**config.mk**
```make
export PLATFORM = sky130hd
export DESIGN_NAME = dm_ahb_write_buffer_flat
export DESIGN_NICKNAME = d
export VERILOG_FILES = /design/src/rtl/dm_ahb_write_buffer_if.sv /design/src/rtl/dm_ahb_write_buffer.sv /design/src/flat_wrapper.sv
export SDC_FILE = /design/constraint.sdc
export NUM_CORES = 1
export LEC_CHECK = 0
export ABC_AREA = 1
export CORE_AREA = 5 5 172 174
export CTS_CLUSTER_DIAMETER = 150
export DETAILED_ROUTE_END_ITERATION = 10
export DIE_AREA = 0 0 177 179
export PLACE_DENSITY_LB_ADDON = 0.2
export SYNTH_ARGS = -nofsm -noshare
export SYNTH_HDL_FRONTEND = slang
export SYNTH_SLANG_ARGS = --single-unit
```
**constraint.sdc**
```tcl
create_clock -name HCLK -period 5.6 [get_ports HCLK]
set_input_delay 1.12 -clock HCLK [delete_from_list [all_inputs] [get_ports HCLK]]
set_output_delay 1.12 -clock HCLK [all_outputs]
set_load 0.005 [all_outputs]
```
**src/rtl/dm_ahb_write_buffer_if.sv**
```systemverilog
// AHB bus signal bundle for the data-memory write buffer (master side = buffer).
interface dm_ahb_write_buffer_if;
  logic        HBUSREQ;
  logic        HLOCK;
  logic        HGRANT;
  logic [31:0] HADDR;
  logic [1:0]  HTRANS;
  logic        HWRITE;
  logic [2:0]  HSIZE;
  logic [31:0] HWDATA;
  logic [31:0] HRDATA;
  logic        HREADY;
  logic [1:0]  HRESP;

  modport master (
    output HBUSREQ, HLOCK, HADDR, HTRANS, HWRITE, HSIZE, HWDATA,
    input  HGRANT, HRDATA, HREADY, HRESP
  );

  modport slave (
    input  HBUSREQ, HLOCK, HADDR, HTRANS, HWRITE, HSIZE, HWDATA,
    output HGRANT, HRDATA, HREADY, HRESP
  );
endinterface

```
**src/rtl/dm_ahb_write_buffer.sv**
```systemverilog
// Data-memory AHB master: posts CPU stores into a FIFO, drains them as single writes, loads go behind stores.
// Optional macro WB_FWD_EN: loads hitting a buffered store are answered from the buffer without a bus access.
module dm_ahb_write_buffer #(
  parameter int WB_DEPTH = 4
) (
  input  logic                  HCLK,
  input  logic                  HRESETn,
  input  logic                  cpu_req,
  input  logic                  cpu_write,
  input  logic [31:0]           cpu_addr,
  input  logic [31:0]           cpu_wdata,
  output logic [31:0]           cpu_rdata,
  output logic                  cpu_ready,
  output logic                  bus_err,
  dm_ahb_write_buffer_if.master ahb
);

  localparam int AW = $clog2(WB_DEPTH);
  localparam int CW = AW + 1;

  typedef enum logic [1:0] {IDLE, REQ, ADDR, DATA} state_t;

  state_t        state, state_nxt;
  logic          op_load, op_load_nxt;
  logic [31:0]   addr_mem [WB_DEPTH];
  logic [31:0]   data_mem [WB_DEPTH];
  logic [AW-1:0] wr_ptr, rd_ptr;
  logic [CW-1:0] count, count_nxt;
  logic          full, empty, push, pop, data_done, resp_err;
  logic          load_done, load_pend, fwd_take, fwd_hit, err_q;
  logic [31:0]   fwd_data, rdata_q;

  assign full      = (count == CW'(WB_DEPTH));
  assign empty     = (count == '0);
  assign push      = cpu_req & cpu_write & ~full & HRESETn;
  assign data_done = (state == DATA) & ahb.HREADY;
  assign pop       = data_done & ~op_load;
  assign resp_err  = (ahb.HRESP == 2'b01);
  assign count_nxt = count + CW'(push) - CW'(pop);
  assign fwd_take  = cpu_req & ~cpu_write & ~load_done & fwd_hit;
  // load_done masks the cycle where the finished load is still presented
  assign load_pend = cpu_req & ~cpu_write & ~load_done & ~fwd_hit;

`ifdef WB_FWD_EN
  logic [AW-1:0] fwd_idx;

  // Walk oldest to youngest so the youngest matching store wins
  always_comb begin
    fwd_hit  = 1'b0;
    fwd_data = '0;
    fwd_idx  = '0;
    for (int k = 0; k < WB_DEPTH; k++) begin
      fwd_idx = rd_ptr + AW'(k);
      if ((CW'(k) < count) && (addr_mem[fwd_idx] == cpu_addr)) begin
        fwd_hit  = 1'b1;
        fwd_data = data_mem[fwd_idx];
      end
    end
  end
`else
  assign fwd_hit  = 1'b0;
  assign fwd_data = '0;
`endif

  always_ff @(posedge HCLK) begin
    if (!HRESETn) begin
      state   <= IDLE;
      op_load <= 1'b0;
    end else begin
      state   <= state_nxt;
      op_load <= op_load_nxt;
    end
  end

  // Stores always win over a waiting load; every transfer re-arbitrates through REQ
  always_comb begin
    state_nxt   = state;
    op_load_nxt = op_load;
    unique case (state)
      IDLE: begin
        if (!empty) begin
          state_nxt   = REQ;
          op_load_nxt = 1'b0;
        end else if (load_pend) begin
          state_nxt   = REQ;
          op_load_nxt = 1'b1;
        end
      end
      REQ: begin
        if (ahb.HGRANT && ahb.HREADY) state_nxt = ADDR;
      end
      ADDR: begin
        if (ahb.HREADY)       state_nxt = DATA;
        else if (!ahb.HGRANT) state_nxt = REQ;
      end
      DATA: begin
        if (ahb.HREADY) begin
          if (count_nxt != '0) begin
            state_nxt   = REQ;
            op_load_nxt = 1'b0;
          end else if (load_pend && !op_load) begin
            state_nxt   = REQ;
            op_load_nxt = 1'b1;
          end else begin
            state_nxt = IDLE;
          end
        end
      end
      default: state_nxt = IDLE;
    endcase
  end

  always_ff @(posedge HCLK) begin
    if (!HRESETn) begin
      wr_ptr <= '0;
      rd_ptr <= '0;
      count  <= '0;
    end else begin
      if (push) wr_ptr <= wr_ptr + 1'b1;
      if (pop)  rd_ptr <= rd_ptr + 1'b1;
      count <= count_nxt;
    end
  end

  always_ff @(posedge HCLK) begin
    if (push) begin
      addr_mem[wr_ptr] <= cpu_addr;
      data_mem[wr_ptr] <= cpu_wdata;
    end
  end

  // An errored load returns zero rather than whatever the slave left on HRDATA
  always_ff @(posedge HCLK) begin
    if (!HRESETn) begin
      load_done <= 1'b0;
      rdata_q   <= '0;
      err_q     <= 1'b0;
    end else begin
      load_done <= (data_done & op_load) | fwd_take;
      err_q     <= data_done & resp_err;
      if (data_done && op_load) rdata_q <= resp_err ? 32'h0 : ahb.HRDATA;
      else if (fwd_take)        rdata_q <= fwd_data;
    end
  end

  assign cpu_ready = push | load_done;
  assign cpu_rdata = rdata_q;
  assign bus_err   = err_q;

  assign ahb.HBUSREQ = (state != IDLE);
  assign ahb.HLOCK   = 1'b0;
  assign ahb.HSIZE   = 3'b010;
  assign ahb.HTRANS  = (state == ADDR) ? 2'b10 : 2'b00;
  assign ahb.HWRITE  = (state == ADDR) & ~op_load;
  assign ahb.HADDR   = (state != ADDR) ? 32'h0 : (op_load ? cpu_addr : addr_mem[rd_ptr]);
  assign ahb.HWDATA  = ((state == DATA) && !op_load) ? data_mem[rd_ptr] : 32'h0;

endmodule

```
**src/flat_wrapper.sv**
```systemverilog
// flat-port wrapper written by rule: the top's interface ports become plain ports
module dm_ahb_write_buffer_flat 
#(
  parameter int WB_DEPTH = 4
)
  (HCLK, HRESETn, cpu_req, cpu_write, cpu_addr, cpu_wdata, cpu_rdata, cpu_ready, bus_err, ahb_HBUSREQ, ahb_HLOCK, ahb_HADDR, ahb_HTRANS, ahb_HWRITE, ahb_HSIZE, ahb_HWDATA, ahb_HGRANT, ahb_HRDATA, ahb_HREADY, ahb_HRESP);
  dm_ahb_write_buffer_if ahb_i ();
  input  logic HCLK;
  input  logic HRESETn;
  input  logic cpu_req;
  input  logic cpu_write;
  input  logic [31:0] cpu_addr;
  input  logic [31:0] cpu_wdata;
  output logic [31:0] cpu_rdata;
  output logic cpu_ready;
  output logic bus_err;
  output wire logic [$bits(ahb_i.HBUSREQ)-1:0] ahb_HBUSREQ;
  output wire logic [$bits(ahb_i.HLOCK)-1:0] ahb_HLOCK;
  output wire logic [$bits(ahb_i.HADDR)-1:0] ahb_HADDR;
  output wire logic [$bits(ahb_i.HTRANS)-1:0] ahb_HTRANS;
  output wire logic [$bits(ahb_i.HWRITE)-1:0] ahb_HWRITE;
  output wire logic [$bits(ahb_i.HSIZE)-1:0] ahb_HSIZE;
  output wire logic [$bits(ahb_i.HWDATA)-1:0] ahb_HWDATA;
  input wire logic [$bits(ahb_i.HGRANT)-1:0] ahb_HGRANT;
  input wire logic [$bits(ahb_i.HRDATA)-1:0] ahb_HRDATA;
  input wire logic [$bits(ahb_i.HREADY)-1:0] ahb_HREADY;
  input wire logic [$bits(ahb_i.HRESP)-1:0] ahb_HRESP;
  assign ahb_HBUSREQ = ahb_i.HBUSREQ;
  assign ahb_HLOCK = ahb_i.HLOCK;
  assign ahb_HADDR = ahb_i.HADDR;
  assign ahb_HTRANS = ahb_i.HTRANS;
  assign ahb_HWRITE = ahb_i.HWRITE;
  assign ahb_HSIZE = ahb_i.HSIZE;
  assign ahb_HWDATA = ahb_i.HWDATA;
  assign ahb_i.HGRANT = ahb_HGRANT;
  assign ahb_i.HRDATA = ahb_HRDATA;
  assign ahb_i.HREADY = ahb_HREADY;
  assign ahb_i.HRESP = ahb_HRESP;
  dm_ahb_write_buffer #(.WB_DEPTH(WB_DEPTH)) u_core (.HCLK(HCLK), .HRESETn(HRESETn), .cpu_req(cpu_req), .cpu_write(cpu_write), .cpu_addr(cpu_addr), .cpu_wdata(cpu_wdata), .cpu_rdata(cpu_rdata), .cpu_ready(cpu_ready), .bus_err(bus_err), .ahb(ahb_i));
endmodule
```
==> results of run 1 <==
==> area by class of cell <==
cell class | count | area (um^2)
tap | 378 | 473
timing repair buffer | 220 | 2190
clock inverter | 21 | 194
fill | 2351 | 11900
inverter | 63 | 239
antenna | 1 | 2.50
sequential | 302 | 8610
clock buffer | 40 | 937
multi-input combinational | 662 | 3110
==> kinds of logic after synthesis <==
group	share of synthesized area
AOI/OAI and AO/OA	0.113
xor gates and xnor gates	0.000712
adders and majority gates	0.0128
buffers and inverters	0.0507
DFF	0.700
other	0.000611
and+or+nand+nor	0.123
==> layer usage <==
layer / vias to the layer above / part of all wire / GRT usage
li1: 4172 / - / -
met1: 4030 / 0.42 / 0.221
met2: 257 / 0.48 / 0.306
met3: 43 / 0.083 / 0.0553
met4: 4 / 0.019 / 0.0496
met5: - / 0.00087 / 0
==> final timing paths <==
| path | start | end | slack, ps | cells past startpoint |
|---|---|---|---|---|
| worst max-delay path | register | ahb_HWDATA[1] | 1180 | 7 |
| worst min-delay path | u_core.cpu_rdata[29] | u_core.cpu_rdata[29] | 460 | 2 |
| worst max register to register | u_core.count[1] | u_core.op_load | 2770 | 15 |
| worst min register to register | u_core.cpu_rdata[29] | u_core.cpu_rdata[29] | 460 | 2 |
==> metrics by stage <==
stage               cell area, um^2  utilization  setup WS (ps)  instances
floorplan                     12300            -            896       1099
global route                  15800        0.570            943       1687
detailed placement            14600        0.529           1450       1625
finish                        15800        0.570           1180       1687
CTS                           15800        0.570           1140       1686
global placement              14600        0.529           1480       1625
==> worst min-delay path, stage by stage, from the launching register on <==
cell     delay [ps]
dfxtp_1         310
nand2_1          60
a21oi_1          50
==> synthesized netlist by cell type <==
master / instances
fa_1: 1
dfxtp_1: 46
o21ai_0: 125
conb_1: 2
buf_4: 10
nand2_1: 55
clkbuf_2: 1
buf_1: 6
inv_2: 4
nor2_1: 266
nand3_1: 36
nor3_1: 4
xor2_1: 1
o22ai_1: 32
buf_6: 7
nor3_2: 1
nor2_4: 1
clkbuf_1: 28
ha_1: 11
or2_2: 1
inv_1: 59
a22oi_1: 1
o21ai_1: 39
o31ai_1: 1
nand4_1: 1
a21oi_1: 70
nor2_2: 11
buf_2: 20
edfxtp_1: 256
==> power by group through the flow <==
stage	Clock, W	Combinational (W)	Sequential [W]
6_report	0.00221	0.000636	0.00250
5_1_grt	0.00236	0.000711	0.00250
4_1_cts	0.00226	0.000647	0.00250
3_5_place_dp	0	0.000645	0.00255
3_3_place_gp	0	0.000640	0.00255
2_1_floorplan	0	0.000326	0.00255
==> flip-flops by register name, indices dropped and copies added (netlist names), named ones only <==
name / count
u_core.rd_ptr: 2
u_core.data_mem: 128
u_core.wr_ptr: 2
u_core.bus_err: 1
u_core.addr_mem: 128
u_core.cpu_rdata: 32
u_core.state: 2
u_core.op_load: 1
u_core.count: 3
u_core.load_done: 1
==> cells in the final DEF (no fill, tap or decap), drive strengths merged, types with 4 or more instances in the layout <==
| cell type | n |
|---|---|
| a21oi | 70 |
| buf | 16 |
| bufinv | 4 |
| clkbuf | 40 |
| clkdlybuf4s50 | 204 |
| clkinv | 17 |
| conb | 5 |
| dfxtp | 46 |
| edfxtp | 256 |
| ha | 11 |
| inv | 63 |
| nand2 | 55 |
| nand3 | 36 |
| nor2 | 278 |
| nor3 | 5 |
| o21ai | 164 |
| o22ai | 32 |
==> metrics, run 1 <==
status=finished, final reports clean; Worst VDD drop=0.000176 V; Post-CTS Resized=0; Yosys top cell by area=edfxtp_1; top-area cell type share of the netlist area=0.625; endpoints failing hold=0; Avg Inst Size Synth=11.2 um^2; DR pass1 iterations=5; total power=0.00535 W; DIE AREA=31700 um^2; grt ovf=0; Area Overhead vs Synth=28.1%; fmax=226 MHz; sequential area share after synthesis=0.700; final setup vio count=0; num rows=61; CTS hold repair buffers=0; clock tree buffer depth=3; Via density=5.04; crit path max fanout=62; maxcap violations=0; CP delay by family, top=buffers and inverters; Buf+Inv Stages, Crit Path=3; IO Count=210; Seq pwr share=0.468; post-synthesis cell count=1096; first-pass GRT wire length=44.5 mm; period utilisation layout=0.790; share of cells above drive strength 1=0.0680; DP Wirelength=16.3 mm; crit path launch type=register; wire per inst=17.0 um; TritonCTS Buffers=34; Ys Warns=0; crit path cell chain=buf_4 -> buf_4 -> nor2_1 -> nor2_1 -> o21ai_0 -> a21oi_1 -> clkdlybuf4s50_1; endpoint class of the critical path=primary output; Final Routed Wirelength=28.7 mm; RSZ-0062 raised after global routing=no; power density over the cells=339 nW/um^2; initial antenna violation count=3; combinational power share=0.119; post-CTS setup buffer count=0; sw power=0.00122 W; synth top area cells=edfxtp_1 63%, nor2_1 8.1%, dfxtp_1 7.5%; DRC viols=0; Slew @ Worst Pin=985 ps; Die Y=179 um; Min Hold Slack=463 ps; HP Class=register to register; Mapped Area=12300 um^2; via count=8506; CTS tree=built; Fin Setup TNS=0 ps; Routed Antenna Nets=0; Initial Util=0.445; CORE AREA=27600 um^2; Worst-path clk slew=60 ps; initial drt markers=456; Horiz. Die Dim=177 um; internal power=0.00413 W; Worst EP required=4480 ps; critical path arrival=3300 ps; relative slew slack=0.342; clock sinks=302; clock power share=0.413; GRT Total Usage=0.179; largest net degree at the start of global routing=89; Layout Skew=7.84 ps; Root Driver=clkbuf_16; H-tree lvl count=2; GPL Wtd Cong=0.769; # port buffers=204; leakage=5.63 nW; crit path time final=4420 ps; Slew Limit Fails=0; Final #Nets=1399; number of synthesized register bits=302; Setup CP Type=register to primary output; Crit-path slowest cell=buf_4; library cells used by synthesis=29; switch share=0.228; Worst path max stage delay=620 ps; Clock Latency Late Sink=490 ps; vias in the first global route=8405
Note: power is estimated with default switching activity, not from simulation.
==> run 2: changes to the inputs <==
==> constraint.sdc (replaced) <==
create_clock -name HCLK -period 3.8 [get_ports HCLK]
set_input_delay 0.76 -clock HCLK [delete_from_list [all_inputs] [get_ports HCLK]]
set_output_delay 0.76 -clock HCLK [all_outputs]
set_load 0.005 [all_outputs]
==> run 2 against run 1 <==
- non-clock buffer count up 7
- routed wire length rose by 1.7%
- clock power up 29%
- sequential share of layout area up 0.34 points
- count of clock-buffer cells in the layout grew 1
- cell count increased by 0.24%
- worst setup slack got worse by 1000 ps
- largest cell class unchanged
==> metrics, run 2 (synthesis results as in run 1) <==
Finished Core Util=0.567 (was 0.570); Worst EP required=3040 ps (was 4480 ps); CTS tree=built (unchanged); Worst-path clk slew=60 ps (about the same); Worst setup endpoint=ahb_HWDATA[12] (was ahb_HWDATA[1]); Setup CP Type=register to primary output (unchanged); fillcell total=2385 (was 2351); H-tree lvl count=1 (was 2); crit path max fanout=23 (was 62); Routed Antenna Nets=0 (unchanged); relative slew slack=0.347 (was 0.342); Area Overhead vs Synth=27.3% (was 28.1%); fmax=273 MHz; pre-CTS WS=483 ps (was 1450 ps); Slew @ Worst Pin=978 ps (was 985 ps); commonest non-fill, non-tap cell in the layout=nor2_1 (unchanged); crit path launch type=register (unchanged); leakage=5.58 nW (was 5.63 nW); Final #Nets=1403 (was 1399); Die Y=179 um (unchanged); Worst path max stage delay=520 ps (was 620 ps); DP Wirelength=16.8 mm (was 16.3 mm); Root Driver=clkbuf_16 (unchanged); crit path cell chain=ha_1 -> inv_1 -> nor2_1 -> inv_1 -> buf_4 -> a21oi_1 -> clkdlybuf4s50_1 (was buf_4 -> buf_4 -> nor2_1 -> nor2_1 -> o21ai_0 -> a21oi_1 -> clkdlybuf4s50_1); Horiz. Die Dim=177 um (unchanged); Initial Util=0.445 (unchanged); Fin Setup TNS=0 ps (unchanged); maxcap violations=0 (unchanged); endpoint class of the critical path=primary output (unchanged); power density over the cells=478 nW/um^2 (was 339 nW/um^2); RR Startpoint=u_core.state[0] (was u_core.count[1]); commonest cells after routing, fill and taps aside=262 x nor2_1, 256 x edfxtp_1, 204 x clkdlybuf4s50_1 (unchanged); reg-to-reg slack, setup=1070 ps (was 2770 ps); setup ws final=132 ps (was 1180 ps); vias in the first global route=8527 (was 8405); # port buffers=204 (unchanged); FF-to-FF End=u_core.op_load (unchanged); path depth of the worst reg2reg path=13 (was 15); share of cells above drive strength 1=0.0686 (was 0.0680); Layout Skew=16.5 ps (was 7.84 ps); Final Non-Filler Cells=1691 (was 1687); IO Count=210 (unchanged); clock sinks=302 (unchanged); endpoints failing hold=0 (unchanged); DR pass1 iterations=5 (unchanged); Final Routed Wirelength=29.2 mm (was 28.7 mm); TritonCTS Buffers=31 (was 34); DRC viols=0 (unchanged); DIE AREA=31700 um^2 (unchanged); number of cells on the critical path=7 (unchanged); GRT Total Usage=0.181 (was 0.179); first-pass GRT wire length=45.8 mm (was 44.5 mm); largest net degree at the start of global routing=129 (was 89); Crit-path slowest cell=clkdlybuf4s50_1 (was buf_4); CP delay by family, top=buffers and inverters (unchanged); initial antenna violation count=2 (was 3); Min Hold Slack=464 ps (was 463 ps); period utilisation layout=0.965; Post-CTS Resized=0 (unchanged); Via density=5.10 (was 5.04); CORE AREA=27600 um^2 (unchanged); Slew Limit Fails=0 (unchanged); Placed Cells=1632 (was 1625); HP Class=register to register (unchanged); Worst VDD drop=0.000279 V (was 0.000176 V); RSZ-0062 raised after global routing=yes (was no); wire per inst=17.2 um (was 17.0 um); clock tree buffer depth=3 (unchanged); initial drt markers=536 (was 456); grt ovf=0 (unchanged); Clock Latency Late Sink=550 ps (was 490 ps); crit path time final=3670 ps; status=finished, final reports clean (unchanged); via count=8619 (was 8506); cell mode on critical path=inv_1; CP startpoint=u_core.state[0]; Hold Path Cell Cnt=2 (unchanged); critical path arrival=2910 ps (was 3300 ps); Buf+Inv Stages, Crit Path=4 (was 3); GPL Wtd Cong=0.774 (was 0.769); final setup vio count=0 (unchanged); num rows=61 (unchanged)
run 2: layout make-up:
class	count	area [um^2]	area share
multi-input cells	662	3110	0.199
repair buffers	227	2250	0.144
inverters	63	239	0.0153
well taps	378	473	0.0302
diodes	1	2.50	0.000160
clock inverters	17	114	0.00727
flip-flops and latches	302	8610	0.550
clock buffers	41	855	0.0546
run 2: stage by stage:
step / total power (W) / instance area (um^2)
floorplan: 0.00423 / 12300
global placement: 0.00470 / 14700
detailed placement: 0.00471 / 14700
CTS: 0.00756 / 15700
global route: 0.00782 / 15700
finish: 0.00748 / 15700
run 2: worst register-to-register path, stage by stage (launching register included):
cell	delay (ps)
dfxtp_1	420
ha_1	270
nand2_1	160
nor2_2	200
ha_1	260
inv_1	60
ha_1	130
inv_1	50
fa_1	520
inv_1	40
nor2_1	160
nand4_1	150
a21oi_1	150
nor2_1	60
run 2: layer usage:
metal	GRT usage	vias to the layer above	wire length (um)
met1	0.230	4124	12200
li1	-	4181	-
met3	0.0527	50	2450
met5	0	-	13
met4	0.0554	2	625
met2	0.303	262	13800
run 2: how the worst min path moves through the flow:
stage | endpoint | startpoint | slack [ps]
final | u_core.cpu_rdata[18] | u_core.cpu_rdata[18] | 460
after CTS | u_core.cpu_rdata[20] | u_core.cpu_rdata[20] | 470
after detailed placement | u_core.cpu_rdata[18] | u_core.cpu_rdata[18] | 460
after floorplan | register | u_core.rd_ptr[0] | 440
after global routing | u_core.cpu_rdata[25] | u_core.cpu_rdata[25] | 480
after global placement | u_core.cpu_rdata[25] | u_core.cpu_rdata[25] | 450
run 2: what timing repair did:
item                       CTS  global route
buffers inserted             0             0
hold buffers                 0             0
setup endpoints to repair    0            12
run 2: power breakdown:
part / total (W) / leakage [nW] / switching [W] / internal (W)
Combinational: 0.000945 / 2.42 / 0.000542 / 0.000402
Sequential: 0.00369 / 2.69 / 0.0000295 / 0.00366
Clock: 0.00285 / 0.473 / 0.00121 / 0.00164
Total: 0.00748 / 5.58 / 0.00178 / 0.00570
